<file path="src/rtl/dmem_arbiter.sv">
// Shares the single-port data RAM between the CPU data port and one secondary master.
// The CPU has priority. The device takes free cycles and steals one cycle after STARVE_MAX denials.
module dmem_arbiter #(
    parameter int unsigned ADDR_W     = 12,
    parameter int unsigned DATA_W     = 32,
    parameter int unsigned STARVE_MAX = 4
) (
    input  logic              clock,
    input  logic              reset,
    input  logic              cpu_req,
    input  logic              cpu_wen,
    input  logic [ADDR_W-1:0] cpu_addr,
    input  logic [DATA_W-1:0] cpu_wdata,
    output logic [DATA_W-1:0] cpu_rdata,
    output logic              cpu_stall,
    input  logic              dev_req,
    input  logic              dev_wen,
    input  logic [ADDR_W-1:0] dev_addr,
    input  logic [DATA_W-1:0] dev_wdata,
    output logic              dev_gnt,
    output logic              dev_rvalid,
    output logic [DATA_W-1:0] dev_rdata,
    output logic              ram_wen,
    output logic [ADDR_W-1:0] ram_addr,
    output logic [DATA_W-1:0] ram_wdata,
    input  logic [DATA_W-1:0] ram_rdata
);
    localparam int unsigned      CNT_W   = 4;
    localparam logic [CNT_W-1:0] CNT_MAX = CNT_W'(STARVE_MAX);

    typedef enum logic {
        OWN_CPU = 1'b0,
        OWN_DEV = 1'b1
    } owner_t;

    owner_t            owner;
    owner_t            last_owner;
    logic              last_rd;
    logic              last_cpu_rd;
    logic              force_slot;
    logic              stall_q;
    logic [CNT_W-1:0]  starve_cnt;
    logic [DATA_W-1:0] cpu_hold;

    // Ownership and RAM mux. stall_q keeps STARVE_MAX = 0 from stalling the CPU twice in a row.
    always_comb begin
        force_slot = 1'b0;
        owner      = OWN_CPU;
        if (!reset) begin
            force_slot = dev_req & cpu_req & (starve_cnt == CNT_MAX) & ~stall_q;
            if (dev_req & (~cpu_req | force_slot)) begin
                owner = OWN_DEV;
            end
        end
        dev_gnt   = (owner == OWN_DEV);
        cpu_stall = force_slot;
        if (owner == OWN_DEV) begin
            ram_addr  = dev_addr;
            ram_wdata = dev_wdata;
            ram_wen   = dev_wen;
        end else begin
            ram_addr  = cpu_addr;
            ram_wdata = cpu_wdata;
            ram_wen   = cpu_req & cpu_wen & ~reset;
        end
    end

    assign last_cpu_rd = (last_owner == OWN_CPU) & last_rd;
    assign cpu_rdata   = last_cpu_rd ? ram_rdata : cpu_hold;
    assign dev_rdata   = ram_rdata;

    // Starvation counter, ownership history and read-return bookkeeping.
    always_ff @(posedge clock or posedge reset) begin
        if (reset) begin
            starve_cnt <= '0;
            last_owner <= OWN_CPU;
            last_rd    <= 1'b0;
            stall_q    <= 1'b0;
            dev_rvalid <= 1'b0;
            cpu_hold   <= '0;
        end else begin
            if (dev_gnt | ~dev_req) begin
                starve_cnt <= '0;
            end else if (starve_cnt != CNT_MAX) begin
                starve_cnt <= starve_cnt + CNT_W'(1);
            end
            last_owner <= owner;
            last_rd    <= dev_gnt ? ~dev_wen : (cpu_req & ~cpu_wen);
            stall_q    <= force_slot;
            dev_rvalid <= dev_gnt & ~dev_wen;
            if (last_cpu_rd) begin
                cpu_hold <= ram_rdata;
            end
        end
    end
endmodule

</file>
<file path="config.mk">
export PLATFORM = sky130hd
export DESIGN_NAME = dmem_arbiter
export DESIGN_NICKNAME = d
export VERILOG_FILES = /design/src/rtl/dmem_arbiter.sv
export SDC_FILE = /design/constraint.sdc
export NUM_CORES = 1
export LEC_CHECK = 0
export BUFFER_PORTS_ARGS = -buffer_cell sky130_fd_sc_hd__buf_2
export CAP_MARGIN = 10
export CORE_AREA = 3 3 92 94
export DETAILED_ROUTE_END_ITERATION = 12
export DIE_AREA = 0 0 95 97
export GPL_TIMING_DRIVEN = 0
export PLACE_DENSITY_LB_ADDON = 0.1
export SYNTH_ARGS = -nofsm -noshare
export SYNTH_HDL_FRONTEND = slang
export SYNTH_SLANG_ARGS = --single-unit
</file>
<file path="constraint.sdc">
create_clock -name clock -period 2.5 [get_ports clock]
set_input_delay 0.25 -clock clock [delete_from_list [all_inputs] [get_ports clock]]
set_output_delay 0.25 -clock clock [all_outputs]
set_load 0.03 [all_outputs]
</file>
==> flow_summary.toml, run 1 <==
[grt]
grt-ovfl-total = 0
grt_pass1_wl_um = 11700
antenna_found_initial = 0
grt_max_degree = 24
track_usage = 0.160
grt_pass1_vias = 2348

[worst_setup_path]
critPathArrivalTime_ns = 2.14
critPathLaunch = "starve_cnt[0]"
critPathSlowestCell = "dfrtp_1"
worstPathRequired_ns = 2.25
worst_setup_path_end_kind = "primary output"
regToRegSetupSlack_ns = 0.93
cp_max_fo = 10
path_buf_inv = 4
crit_family = "buffers and inverters"
crit_path_start_kind = "flip-flop"
r2r_cells = 7
r2r_end = "last_rd"
crit_chain = "inv_1 > ha_2 > and4bb_1 > o21ai_2 > buf_6 > buf_8 > mux2_4 > buf_2"
reg2reg_from = "starve_cnt[0]"
worstSetupPathType = "flip-flop to primary output"
max_stage_delay_ns = 0.39

[cts]
worstSkewPairLatency_ns = 0.28
htreeDepth = 2
tritoncts = "done"
clockRootBuffer = "clkbuf_8"
cts_buffer_depth = 2
numCtsBuffers = 5
cts_sinks = 40
path_clk_slew_ns = 0.08

[flow_run]
maxCapViolations = 0

[place]
preCtsSetupSlack_ns = 0.315
dp_hpwl_um = 6770
port_buffers = 237
place_area_sq_um = 3870
gp_congestion = 0.793

[timing]
fin_crit_sh = 0.956
worst_slack_ns = 0.110
timing.fmax_mhz = 418
layout_min_cycle_time_ns = 2.39
setup_viol = 0
whs_ns = 0.0176
report.final.slew_viol_count = 0
hold_viol_final = 0
max_slew_margin = 0.683
clock-skew-final_ns = 0.00638
worstMarginPinSlew_ns = 0.475

[power_and_ir_drop]
pwr-share-comb = 0.454
power_frac_seq = 0.348
swShare = 0.383
powerDensity_nw_per_um2 = 553
p_leak_nw = 2.28
power_switching_mw = 0.847
clkPwrFrac = 0.198
intPower_mw = 1.36
power.total_mw = 2.21
peakVddDrop_mv = 0.436

[outcome]
status = "finished clean"

[cells_and_area]
design_area_sq_um = 4000
nets = 570
final_util = 0.518
drive_gt1_frac = 0.826
antenna_cells = 0
final_common_cell = "buf_2"
syn_to_final_growth_pct = 58.2
layout_common_cells = "buf_2 (240), mux2_2 (47), dfrtp_1 (40)"

[floorplan]
top_level_ports = 238
num_rows = 32
die_w_um = 95
die_h_um = 97
die_area_sq_um = 9220
core_sq_um = 7730
start_util = 0.327

[route]
vias = 2312
drt_wl_total_um = 7790
ant_nets = 0
drc_errors = 0
wl_per_cell_um = 14.3
drt_iter0_markers = 30
dr.pass1.iters = 4
vias_per_cell = 4.24

[logic_synthesis]
yosysSeqAreaShare = 0.396
synth.distinct_cells = 31
post-synth-top-area-cell = "dfrtp_1"
synth_top_area_frac = 0.396
synth_warnings = 0
synth_area_leaders = "dfrtp_1 (40%), mux2_2 (21%), mux2_4 (16%), buf_4 (9.8%), buf_12 (1.6%)"
syn_avg_cell_area_sq_um = 13.0
syn_nets = 322
ys_ff_latch = 40
syn_inst = 194
netlist_area_sq_um = 2530

[worst_hold_path]
hp-class = "primary input to asynchronous set/reset pin"
Yosys cell counts (all sizes together):
library cell / count
ha: 2
dfrtp: 40
a32o: 1
nand2b: 2
o21ai: 3
buf: 40
and2b: 1
nor2: 4
nor4: 1
nand3: 1
or4bb: 1
clkbuf: 1
mux2: 76
and3b: 1
xor2: 1
o32ai: 1
and4bb: 1
and3: 1
nand2: 4
inv: 5
o211ai: 2
nand3b: 1
a21oi: 3
mux2i: 1
power groups by stage:
| stage | combinational (mW) | clock (mW) | sequential (mW) |
|---|---|---|---|
| final | 1.00 | 0.438 | 0.769 |
| after global routing | 1.07 | 0.483 | 0.781 |
| after CTS | 1.01 | 0.466 | 0.771 |
| after detailed placement | 1.01 | 0 | 0.784 |
| after global placement | 0.995 | 0 | 0.781 |
| after floorplan | 0.690 | 0 | 0.777 |
cell type report:
| class | instances | area [sq um] |
|---|---|---|
| well taps | 102 | 128 |
| clock buffers | 6 | 82.6 |
| fillers | 751 | 3730 |
| plain buffers | 41 | 333 |
| clock inverters | 2 | 10.0 |
| multi-input cells | 108 | 1180 |
| flip-flops and latches | 40 | 1000 |
| inverters | 5 | 18.8 |
| repair buffers | 241 | 1250 |
sequential cells by signal, indices dropped and copies added (netlist names):
register / flops
last_rd: 1
starve_cnt: 4
last_owner: 1
dev_rvalid: 1
cpu_hold: 32
stall_q: 1
per-layer routing:
layer | routed length (um) | GRT usage | vias to the layer above
met1 | 2820 | 0.175 | 1060
met2 | 4120 | 0.291 | 101
met5 | 0 | 0 | -
met3 | 801 | 0.0638 | 6
met4 | 46 | 0.0233 | 0
li1 | - | - | 1145
how the worst max path moves through the flow:
stage | to | slack, ns | cells after the start
6_report | ram_wdata[26] | 0.11 | 8
2_1_floorplan | cpu_stall | 0.52 | 4
4_1_cts | ram_wdata[26] | 0.02 | 8
3_5_place_dp | ram_wdata[26] | 0.31 | 8
3_3_place_gp | ram_wen | -0.04 | 5
5_1_grt | ram_wdata[26] | -0.02 | 8
per-stage QoR:
stage	TNS, ns	cells
after floorplan	0	194
after global placement	-0.0436	533
after detailed placement	0	534
after CTS	0	543
after global routing	-0.0816	545
final	0	545
kinds of logic after synthesis:
| logic type | Yosys count | synth area share |
|---|---|---|
| muxes | 77 | 0.382 |
| buffers and inverters | 46 | 0.139 |
| DFF | 40 | 0.396 |
| and+or+nand+nor | 18 | 0.0426 |
| AOI/OAI and AO/OA | 10 | 0.0267 |
| adders and majority gates | 2 | 0.00989 |
| xor gates and xnor gates | 1 | 0.00346 |
timing repair:
item,CTS,global route
endpoints found under the setup margin,6,40
pin swaps,0,0
buffers inserted,1,2
resized for setup,0,1
hold buffers,0,0
worst register-to-register path, delay by kind of cell (launching register included):
kind,cells,cell delay [ns]
AOI/OAI and AO/OA,2,0.25
adders and majority gates,1,0.21
buffers and inverters,3,0.40
DFF,1,0.39
and+or+nand+nor,1,0.22
No activity file was read; power rests on OpenSTA's default activity.
==> inputs of run 2 (changes only) <==
--- a/config.mk
+++ b/config.mk
@@ -7,10 +7,11 @@
 export LEC_CHECK = 0
 export BUFFER_PORTS_ARGS = -buffer_cell sky130_fd_sc_hd__buf_2
 export CAP_MARGIN = 10
-export CORE_AREA = 3 3 92 94
+export CORE_AREA = 2 2 91 93
 export DETAILED_ROUTE_END_ITERATION = 12
-export DIE_AREA = 0 0 95 97
+export DIE_AREA = 0 0 93 95
 export GPL_TIMING_DRIVEN = 0
+export HOLD_SLACK_MARGIN = 0.03
 export PLACE_DENSITY_LB_ADDON = 0.1
 export SYNTH_ARGS = -nofsm -noshare
 export SYNTH_HDL_FRONTEND = slang
==> run 2 against run 1 <==
Effect of this change: clock skew decreased by 0.0041 ns; clock power increased by 31%; cell count increased by 1.3%; largest cell class unchanged; core utilization increased by 1.6 points; sequential power about the same.
==> flow_summary.toml, run 2 (synthesized netlist as in run 1, its figures left out) <==
[cts]
numCtsBuffers = 5
path_clk_slew_ns = 0.07
worstSkewPairLatency_ns = 0.28
tritoncts = "done"
holdBufCountCts = 0
cts_buffer_depth = 2
clockRootBuffer = "clkbuf_8"
htreeDepth = 2
cts_sinks = 40

[route]
drt_wl_total_um = 7790
vias_per_cell = 4.26
vias = 2354
drt_iter0_markers = 40
drc_errors = 0
ant_nets = 0
wl_per_cell_um = 14.1
dr.pass1.iters = 4

[grt]
grt_max_degree = 43
grt_pass1_vias = 2110
antenna_found_initial = 0
grt_pass1_wl_um = 10500
grt-ovfl-total = 0
track_usage = 0.150

[cells_and_area]
multi_input_area_sq_um = 1190
largest_reg_flops = 32
top_register = "cpu_hold"
syn_to_final_growth_pct = 67.3
nets = 574
top_regs = "cpu_hold: 32 flops, starve_cnt: 4 flops"
n_fill_cell = 756
drive_gt1_frac = 0.830
final_common_cell = "buf_2"
layout_common_cells = "buf_2 (217), mux2_2 (47), buf_4 (43)"
antenna_cells = 0
final-seq-area_sq_um = 1000

[worst_setup_path]
critPathArrivalTime_ns = 2.13
r2r_end = "last_rd"
crit_top_cell = "buf_6"
reg2reg_from = "starve_cnt[0]"
critPathSlowestCell = "dfrtp_1"
crit_chain = "inv_2 > ha_4 > and4bb_1 > o21ai_2 > buf_6 > buf_12 > mux2_2 > buf_6"
crit_path_start_kind = "flip-flop"
regToRegSetupSlack_ns = 0.82
r2r_cells = 8
crit_family = "buffers and inverters"
max_stage_delay_ns = 0.39
cp_max_fo = 7
path_buf_inv = 4
worstPathRequired_ns = 2.25
worst_setup_path_end_kind = "primary output"
worstSetupPathType = "flip-flop to primary output"

[floorplan]
top_level_ports = 238
die_area_sq_um = 8840
core_sq_um = 7930
die_h_um = 95
num_rows = 33
die_w_um = 93
start_util = 0.319

[power_and_ir_drop]
p_leak_nw = 2.38
power.total_mw = 2.39
peakVddDrop_mv = 0.282
powerDensity_nw_per_um2 = 565

[timing]
max_slew_margin = 0.422
worstMarginPinSlew_ns = 0.865
report.final.slew_viol_count = 0
hold_viol_final = 0
whs_ns = 0.157
setup_viol = 0
timing.fmax_mhz = 420
clock-skew-final_ns = 0.00228
fin_crit_sh = 0.951
layout_min_cycle_time_ns = 2.38

[worst_hold_path]
worstHoldStart = "dev_wen"
hp-class = "primary input to flip-flop"
min_path_cells = 2
whs_endpoint = "dev_rvalid"

[place]
port_buffers = 237
gp_congestion = 0.774
dp_hpwl_um = 6420

[outcome]
status = "finished clean"

[flow_run]
maxCapViolations = 0
-- run 2: changes by cell type in the layout (fill, tap and decap cells not counted), sizes merged --
cell    before  now
clkbuf       7   10
buf        281  283
clkinv       2    0
bufinv       0    1
-- run 2: metal layers --
metal	wire length (um)	track usage	vias up
met5	0	0	-
met4	34	0.0257	0
met3	692	0.0543	5
met2	3980	0.254	96
met1	3080	0.188	1100
li1	-	-	1153
-- run 2: timing repair --
action	CTS	global route
setup endpoints to repair	6	44
resized for setup	0	67
pin swaps	0	1
setup buffers	2	4
cloned	0	2
hold endpoints to repair	0	0
-- run 2: where the power goes --
group | switching (mW) | total (mW) | internal [mW]
logic | 0.615 | 1.05 | 0.435
registers | 0.0233 | 0.770 | 0.746
clock network | 0.219 | 0.572 | 0.352
total | 0.857 | 2.39 | 1.53
-- run 2: worst reg2reg max path: cells and delay by family, from the launching register on --
family | cells | cell delay, ns
and+or+nand+nor | 1 | 0.21
buffers and inverters | 4 | 0.55
AOI/OAI and AO/OA | 2 | 0.24
adders and majority gates | 1 | 0.17
DFF | 1 | 0.39
-- run 2: final cells by class --
cell class	instances	area share
inverter	5	0.00444
clock buffer	7	0.0228
sequential	40	0.237
multi-input combinational	108	0.281
clock inverter	1	0.00710
tap	105	0.0310
timing repair buffer	245	0.337
buffer	41	0.0798
-- run 2: through the flow --
step / TNS [ns] / instance area, sq um / worst slack (ns) / std cells / utilization
after floorplan: 0 / 2530 / 0.518 / 194 / -
after global placement: 0 / 3850 / 0.00458 / 536 / 0.485
after detailed placement: 0 / 3850 / 0.312 / 536 / 0.485
after CTS: 0 / 4010 / 0.0178 / 546 / 0.506
after global routing: -0.0446 / 4230 / -0.00907 / 552 / 0.534
final: 0 / 4230 / 0.122 / 552 / 0.534
-- run 2: worst max path at each step --
stage,start,end,slack [ns],cells after the start
after floorplan,starve_cnt[0],cpu_stall,0.52,4
after global placement,reset,ram_wen,0.005,5
after detailed placement,starve_cnt[0],ram_wdata[29],0.31,8
after CTS,starve_cnt[0],ram_wdata[30],0.02,8
after global routing,starve_cnt[1],ram_wdata[25],-0.009,8
final,starve_cnt[0],ram_wdata[31],0.12,8
